**src/rtl/lfsr_cluster_burst.sv**
```systemverilog
// Burst engine over NUM_CORES Galois LFSR cores. Per-core contributions are reduced
// (XOR / sum / round-robin select) and streamed out on a valid/ready port.
module lfsr_cluster_burst #(
  parameter int                 NUM_CORES   = 16,
  parameter int                 DATA_W      = 8,
  parameter int                 STATE_W     = 16,
  parameter logic [STATE_W-1:0] POLY        = 16'hB400,
  parameter int                 SEED_OFFSET = 0
) (
  input  logic              clk,
  input  logic              rst,
  input  logic [DATA_W-1:0] seed_in,
  input  logic              seed_valid,
  output logic              seed_ready,
  input  logic [1:0]        mode,
  input  logic [7:0]        burst_len,
  output logic [DATA_W-1:0] out_data,
  output logic              out_valid,
  input  logic              out_ready,
  output logic              busy,
  output logic              done
);

  localparam int KW = (NUM_CORES > 1) ? $clog2(NUM_CORES) : 1;

  typedef enum logic [1:0] {
    IDLE  = 2'd0,
    RUN   = 2'd1,
    DRAIN = 2'd2
  } state_e;

  state_e              fsm_q, fsm_d;
  logic [STATE_W-1:0]  core_q [NUM_CORES];
  logic [STATE_W-1:0]  core_d [NUM_CORES];
  logic [DATA_W-1:0]   seed_q, seed_d;
  logic [1:0]          mode_q, mode_d;
  logic [8:0]          remaining_q, remaining_d;
  logic [KW-1:0]       k_q, k_d;
  logic [DATA_W-1:0]   out_data_q, out_data_d;
  logic                out_valid_q, out_valid_d;
  logic                done_q, done_d;
  logic                busy_q, busy_d;
  logic                seed_ready_q, seed_ready_d;

  logic [DATA_W-1:0]   contrib_s [NUM_CORES];
  logic [DATA_W-1:0]   red_xor_s, red_sum_s, red_sel_s, reduced_s;

  function automatic logic [DATA_W-1:0] core_seed(input logic [DATA_W-1:0] base, input int idx);
    return base + DATA_W'(SEED_OFFSET + idx);
  endfunction

  // Seed replicated across the state width; an all-zero state would lock the LFSR.
  function automatic logic [STATE_W-1:0] load_value(input logic [DATA_W-1:0] s);
    logic [STATE_W-1:0] v;
    v = '0;
    for (int b = 0; b < STATE_W; b++) begin
      v[b] = s[b % DATA_W];
    end
    if (v == '0) begin
      v = {{(STATE_W-1){1'b0}}, 1'b1};
    end else begin
      v = v;
    end
    return v;
  endfunction

  function automatic logic [STATE_W-1:0] galois_step(input logic [STATE_W-1:0] s);
    if (s[0]) begin
      return (s >> 1) ^ POLY;
    end else begin
      return s >> 1;
    end
  endfunction

  // Per-core contributions and the three reductions of the current states.
  always_comb begin
    red_xor_s = '0;
    red_sum_s = '0;
    red_sel_s = '0;
    for (int i = 0; i < NUM_CORES; i++) begin
      contrib_s[i] = core_q[i][STATE_W-1 -: DATA_W] + core_q[i][DATA_W-1:0] + core_seed(seed_q, i);
      red_xor_s    = red_xor_s ^ contrib_s[i];
      red_sum_s    = red_sum_s + contrib_s[i];
      red_sel_s    = red_sel_s | ((KW'(i) == k_q) ? contrib_s[i] : '0);
    end
    case (mode_q)
      2'd1:    reduced_s = red_sum_s;
      2'd2:    reduced_s = red_sel_s;
      default: reduced_s = red_xor_s;
    endcase
  end

  // Burst FSM next-state: load on seed accept, advance when the output slot is free.
  always_comb begin
    fsm_d       = fsm_q;
    core_d      = core_q;
    seed_d      = seed_q;
    mode_d      = mode_q;
    remaining_d = remaining_q;
    k_d         = k_q;
    out_data_d  = out_data_q;
    out_valid_d = out_valid_q;
    done_d      = 1'b0;
    case (fsm_q)
      IDLE: begin
        if (seed_valid) begin
          for (int i = 0; i < NUM_CORES; i++) begin
            core_d[i] = load_value(core_seed(seed_in, i));
          end
          seed_d      = seed_in;
          mode_d      = mode;
          remaining_d = (burst_len == 8'd0) ? 9'd256 : {1'b0, burst_len};
          k_d         = '0;
          fsm_d       = RUN;
        end else begin
          fsm_d = IDLE;
        end
      end
      RUN: begin
        if (!out_valid_q || out_ready) begin
          out_data_d  = reduced_s;
          out_valid_d = 1'b1;
          for (int i = 0; i < NUM_CORES; i++) begin
            core_d[i] = galois_step(core_q[i]);
          end
          k_d         = (k_q == KW'(NUM_CORES - 1)) ? '0 : k_q + KW'(1);
          remaining_d = remaining_q - 9'd1;
          fsm_d       = (remaining_q == 9'd1) ? DRAIN : RUN;
        end else begin
          fsm_d = RUN;
        end
      end
      DRAIN: begin
        if (out_valid_q && out_ready) begin
          out_valid_d = 1'b0;
          done_d      = 1'b1;
          fsm_d       = IDLE;
        end else begin
          fsm_d = DRAIN;
        end
      end
      default: fsm_d = IDLE;
    endcase
    busy_d       = (fsm_d != IDLE);
    seed_ready_d = (fsm_d == IDLE);
  end

  // State and registered outputs.
  always_ff @(posedge clk or posedge rst) begin
    if (rst) begin
      fsm_q        <= IDLE;
      for (int i = 0; i < NUM_CORES; i++) begin
        core_q[i] <= '0;
      end
      seed_q       <= '0;
      mode_q       <= 2'd0;
      remaining_q  <= 9'd0;
      k_q          <= '0;
      out_data_q   <= '0;
      out_valid_q  <= 1'b0;
      done_q       <= 1'b0;
      busy_q       <= 1'b0;
      seed_ready_q <= 1'b1;
    end else begin
      fsm_q        <= fsm_d;
      core_q       <= core_d;
      seed_q       <= seed_d;
      mode_q       <= mode_d;
      remaining_q  <= remaining_d;
      k_q          <= k_d;
      out_data_q   <= out_data_d;
      out_valid_q  <= out_valid_d;
      done_q       <= done_d;
      busy_q       <= busy_d;
      seed_ready_q <= seed_ready_d;
    end
  end

  assign seed_ready = seed_ready_q;
  assign out_data   = out_data_q;
  assign out_valid  = out_valid_q;
  assign busy       = busy_q;
  assign done       = done_q;

endmodule

```
**config.mk**
```make
export PLATFORM = sky130hd
export DESIGN_NAME = lfsr_cluster_burst
export DESIGN_NICKNAME = d
export VERILOG_FILES = /design/src/rtl/lfsr_cluster_burst.sv
export SDC_FILE = /design/constraint.sdc
export NUM_CORES = 1
export LEC_CHECK = 0
export CORE_ASPECT_RATIO = 0.6
export CORE_MARGIN = 2
export CORE_UTILIZATION = 35
export DETAILED_ROUTE_END_ITERATION = 6
export MAX_ROUTING_LAYER = met4
export PLACE_DENSITY = 0.52
export SETUP_SLACK_MARGIN = 0.3
export SLEW_MARGIN = 20
export SYNTH_ARGS = -nofsm -noshare
export SYNTH_HDL_FRONTEND = slang
export SYNTH_SLANG_ARGS = --single-unit
```
**constraint.sdc**
```tcl
create_clock -name clk -period 10.9 [get_ports clk]
set_input_delay 2.18 -clock clk [delete_from_list [all_inputs] [get_ports clk]]
set_output_delay 2.18 -clock clk [all_outputs]
set_load 0.02 [all_outputs]
```
==> metrics, run 1 <==
worst min-delay path category flip-flop to flip-flop; f_max 0.1149 GHz; Synth Area in Adders 0.2590; Hold Violations, Final 0; Top FF cell, synth dfrtp_1; CP max FO 11; DRC Markers 0; Post-Route Setup TNS 0 ns; crit path buf inv count 5; measured slew at the worst slew-check pin 1.171 ns; Mapped Cells 2974; CP peak stage delay 0.81 ns; Fillers 7552; Largest delay share family, worst path adder cells; GPL Wtd Cong 1.074; Post-synth EDFFs 0; DR vias 21.86k; vias in the first global route 21.65k; CORE AREA 75640 sq um; Clock Skew 0.02255 ns; flop-to-flop setup slack 2.20 ns; Area Growth Syn to Fin 9.563%; MaxCap Viol Count 0; combined area of the multi-input logic cells 17520 sq um; share of post-route cells with drive strength above 1 0.03646; async set-reset flop share out of synthesis 1.000; Synth Area in Compound Gates 0.1731; Crit. End Element flip-flop; Yosys top cell area share 0.2732; Netlist cell types 57; H-Tree Depth 2; Synth Area in Simple Gates 0.08777; CTS tree built; critical path required time 11.34 ns; I/O pin count 34; Clock Sinks 293; Die Height 218.1 microns; Critical Path AT 9.14 ns; RSZ-0062 raised after global routing false; die area 78710 sq um; gr usage total 0.2644; Worst setup SP type flip-flop; register area 7336 sq um; clk root buf clkbuf_16; post-DP HPWL 78.14 mm; latest clock arrival within the worst-skew pair 0.57 ns; Initial Util 0.3536; initial drt markers 2085; Post-CTS Hold Buffers 0; wire per inst 25.36 microns; Routed WL 100.5 mm; DRT Pass-1 Iters 6; slowest cell on the critical path dfrtp_1; largest net degree at the start of global routing 183; top cells by area in the synthesized netlist dfrtp_1 27%, fa_1 15%, ha_1 10%; Setup violations, final 0; sequential area share after synthesis 0.2742; remaining antenna violation count 0; Port Buffers 33; fin crit period 8.704 ns; part of the cycle the worst path needs 0.7985; global-route wire length before repair 149.0 mm; Rel. slew slack 0.2166; clock buffer depth 3; most frequent cells in the layout 372 x inv_1, 290 x dfrtp_1, 282 x o21ai_0; largest area contributor in the netlist dfrtp_1; mux cell area share after synthesis 0.002760; DR vias/cell 5.517; synthesized area per cell 8.993 sq um; buffer count from post-CTS setup fixing 0; flop and latch count out of synthesis 293; Setup CP Type flip-flop to flip-flop; CP dominant cell by count fa_1; # rows 78; yosys warns 0; Slew Viols, Final 0; largest family of logic cells by synthesized area adder cells; Final #Nets 3389; Synth Net Count 3426; # resized after CTS 0; initial antenna violation count 2; clk slew on worst S/H paths 0.08 ns; Remaining Overflow, GRT 0; status completed; DIE WIDTH 360.9 microns; commonest non-fill, non-tap cell in the layout inv_1; Synth Area in XOR/XNOR 0.1306; final core occ 0.3874; Inserted Clock Buffers 34; Syn Std Cell Area 26740 sq um
synthesized netlist by cell type, types with 4 or more instances:
library cell,count
nand3_1,20
o21ai_0,282
a221oi_1,17
nor2_1,178
nand2b_1,18
a22oi_1,24
dfrtp_1,292
ha_1,224
a31oi_1,24
a32oi_1,11
nor4_1,7
mux2i_1,4
o221ai_1,6
nor2b_1,7
a21oi_1,255
a221o_1,8
xnor3_1,6
inv_1,373
xor2_1,112
o21bai_1,24
fa_1,206
o21a_1,6
a21o_1,34
a211oi_1,46
o22ai_1,7
and3_1,6
clkbuf_1,124
nor3_1,19
xnor2_1,263
buf_1,14
and2_1,15
nand2_1,260
nand4_1,15
o211ai_1,27
area by class of cell:
cell class / count / share of cell area
Antenna cell: 1 / 0.00008540
Clock buffer: 47 / 0.03314
Clock inverter: 14 / 0.006063
Inverter: 373 / 0.04804
Multi-Input combinational cell: 2168 / 0.5979
Sequential cell: 293 / 0.2504
Tap cell: 1000 / 0.04270
Timing Repair Buffer: 67 / 0.02169
per-stage QoR:
step	area [sq um]	hold slack, ns	setup WS (ns)	std cells
finish	29300	0.4927	2.196	3963
global route	29300	0.5299	1.835	3963
CTS	29300	0.5026	2.205	3962
detailed placement	28150	0.4856	2.215	3901
global placement	28140	0.4762	2.249	3901
floorplan	26740	0.4711	0.6309	2974
cell families (layout without fill, tap and decap cells):
kind of cell / after synthesis / count (layout)
AO/OA/AOI/OAI: 789 / 789
AND/OR/NAND/NOR: 557 / 557
buffers and inverters: 513 / 501
adder cells (fa/ha/maj): 430 / 430
XOR/XNOR: 385 / 385
flip-flops: 293 / 293
multiplexers: 7 / 7
other: 0 / 1
flip-flops by register name, summed over array words and instances (netlist names):
name / flops
remaining_q: 9
seed_q: 8
busy: 1
out_data: 8
mode_q: 2
k_q: 4
out_valid: 1
seed_ready: 1
core_q: 256
done: 1
fsm_q: 2
tightest hold or removal path: stages (launching register included):
cell	delay (ns)
dfrtp_1	0.35
nand2_1	0.05
o21ai_0	0.06
metal layers:
| layer | track usage | share of wire | wire [microns] | up-vias |
|---|---|---|---|---|
| met2 | 0.3604 | 0.40 | 40170 | 864 |
| li1 | - | - | - | 9786 |
| met3 | 0.05618 | 0.088 | 8822 | 114 |
| met1 | 0.4031 | 0.50 | 49990 | 11100 |
| met5 | - | 0 | 0 | - |
| met4 | 0.03835 | 0.015 | 1515 | 0 |
path summary, 6_finish.rpt:
kind                              from     endpoint  depth (start not counted)
max in group asynchronous          rst    seed_q[6]                          3
setup reg to reg             seed_q[1]  out_data[7]                         25
min in group asynchronous          rst  core_q[236]                          2
hold reg to reg            out_data[2]  out_data[2]                          2
setup / recovery             seed_q[1]  out_data[7]                         25
hold / removal             out_data[2]  out_data[2]                          2
Power of run 1 is not shown: default switching activity piles up to over one toggle a cycle in this logic, so the estimate is an artifact.
==> run 2: changes to the inputs <==
PLACE_DENSITY = 0.53   (was 0.52)
clock period = 7.7 ns   (was 10.9 ns; I/O delays follow)
==> run 2 against run 1 <==
Compared with the run above:
- wire length fell by 2.8%
- non-clock buffer count rose by 75
- critical path depth did not move
- setup slack got worse by 1.9 ns
- clock skew rose by 0.0052 ns
- die area did not move
- worst hold slack got worse by 0.0093 ns
- first-iteration DRC count rose by 8.3%
- sequential share of layout area fell by 0.82 points
- critical endpoint unchanged
==> metrics, run 2 (synthesized netlist as in run 1, its figures left out) <==
Hold Violations, Final 0; Worst setup SP type flip-flop; final setup margin 0.2797 ns; DR vias 21.43k; worst min-delay path category flip-flop to flip-flop; Clock Skew 0.02775 ns; WL met1 49.59 mm; status completed; top flop regs core_q x256, remaining_q x9; gr usage total 0.2580; Inserted Clock Buffers 34; fin crit period 7.420 ns; MaxCap Viol Count 0; CTS tree built; RSZ-0062 raised after global routing true; initial drt markers 2259; WL met2 37.02 mm; Area Growth Syn to Fin 13.31%; die area 78710 sq um; Routed WL 97.72 mm; DRT Pass-1 Iters 6; wire per inst 24.20 microns; Die Height 218.1 microns; GPL Wtd Cong 0.9989; Worst R2R Start seed_q[3]; clk slew on worst S/H paths 0.07 ns; Reg with most FFs core_q; CP peak stage delay 0.55 ns; latest clock arrival within the worst-skew pair 0.59 ns; Critical Path AT 7.85 ns; Diodes inserted 0; Crit. End Element flip-flop; slowest cell on the critical path fa_1; wire length on met3 9.546 mm; Largest register FFs 256; global-route wire length before repair 144.6 mm; initial antenna violation count 0; Setup violations, final 0; hold depth 1; Clock Sinks 293; clk root buf clkbuf_16; flop-to-flop setup slack 0.28 ns; worst hold slack 0.4833 ns; DIE WIDTH 360.9 microns; CP dominant cell by count fa_1; f_max 0.1348 GHz; Slew Viols, Final 0; H-Tree Depth 2; I/O pin count 34; R2R Path End out_data[7]; fin area 30310 sq um; Setup WS pre-CTS 0.1164 ns; commonest non-fill, non-tap cell in the layout inv_1; part of the cycle the worst path needs 0.9637; critical path required time 8.13 ns; Remaining Overflow, GRT 0; vias in the first global route 20.69k; Final #Nets 3464; area post-placement 28770 sq um; remaining antenna violation count 0; most frequent cells in the layout 370 x inv_1, 287 x dfrtp_1, 282 x o21ai_0; Port Buffers 33; Rel. slew slack 0.2450; Setup CP Type flip-flop to flip-flop; DR vias/cell 5.306; DRC Markers 0; reg2reg path depth 25; clock buffer depth 3; largest net degree at the start of global routing 156; share of post-route cells with drive strength above 1 0.07834; CORE AREA 75640 sq um; measured slew at the worst slew-check pin 1.131 ns; Post-Route Setup TNS 0 ns; post-DP HPWL 75.67 mm; Hold Crit Endpoint out_data[4]; Hold Crit Start out_data[4]; # rows 78; Post-CTS Hold Buffers 0; CP max FO 4; highest metal used met4; Initial Util 0.3536
-- run 2: cell count changes in the layout (fill, tap and decap cells not counted), moves of 11 or more --
cell / previous run / this run
buf_4: 30 / 97
xnor2_1: 262 / 245
a21oi_1: 255 / 243
fa_1: 206 / 195
xnor2_2: 3 / 16
fa_2: 0 / 11
-- run 2: how the worst max path moves through the flow --
stage / startpoint / endpoint / slack [ns]
after floorplan: seed_q[1] / out_data[7] / 0.30
after global placement: core_q[80] / out_data[7] / 0.08
after detailed placement: core_q[80] / out_data[7] / 0.12
after CTS: seed_q[1] / out_data[7] / 0.30
after global routing: seed_q[1] / out_data[7] / 0.006
final: seed_q[3] / out_data[7] / 0.28
-- run 2: layout make-up --
| class | instances | area [sq um] |
|---|---|---|
| repair buffers | 142 | 1284 |
| clock inverters | 10 | 130.1 |
| inverters | 373 | 1408 |
| well taps | 1000 | 1251 |
| flip-flops and latches | 293 | 7340 |
| multi-input cells | 2168 | 17850 |
| fillers | 7558 | 45330 |
| clock buffers | 52 | 1042 |
-- run 2: metal layers --
metal	up-vias	track usage
li1	9963	-
met5	-	-
met3	94	0.06289
met4	0	0.04533
met2	802	0.3281
met1	10570	0.4044
-- run 2: critical path: cells and delay by family (launching register included) --
family                   cells  cell delay [ns]
adder cells (fa/ha/maj)     10             4.43
XOR/XNOR                     3             0.90
AO/OA/AOI/OAI                6             0.91
flip-flops                   1             0.39
buffers and inverters        6             0.63
-- run 2: repair_timing --
item / CTS / global route
endpoints found under the setup margin: 1 / 3
setup buffers: 3 / 4
pin swaps: 18 / 10
cloned: 0 / 0
resized for setup: 41 / 10
-- run 2: metrics by stage --
step	utilization	cells
6_report	0.4007	4038
5_1_grt	0.4007	4038
4_1_cts	0.3991	4033
3_5_place_dp	0.3804	3968
3_3_place_gp	0.3803	3968
2_1_floorplan	-	2974
Power of run 2 is left out for the same reason.
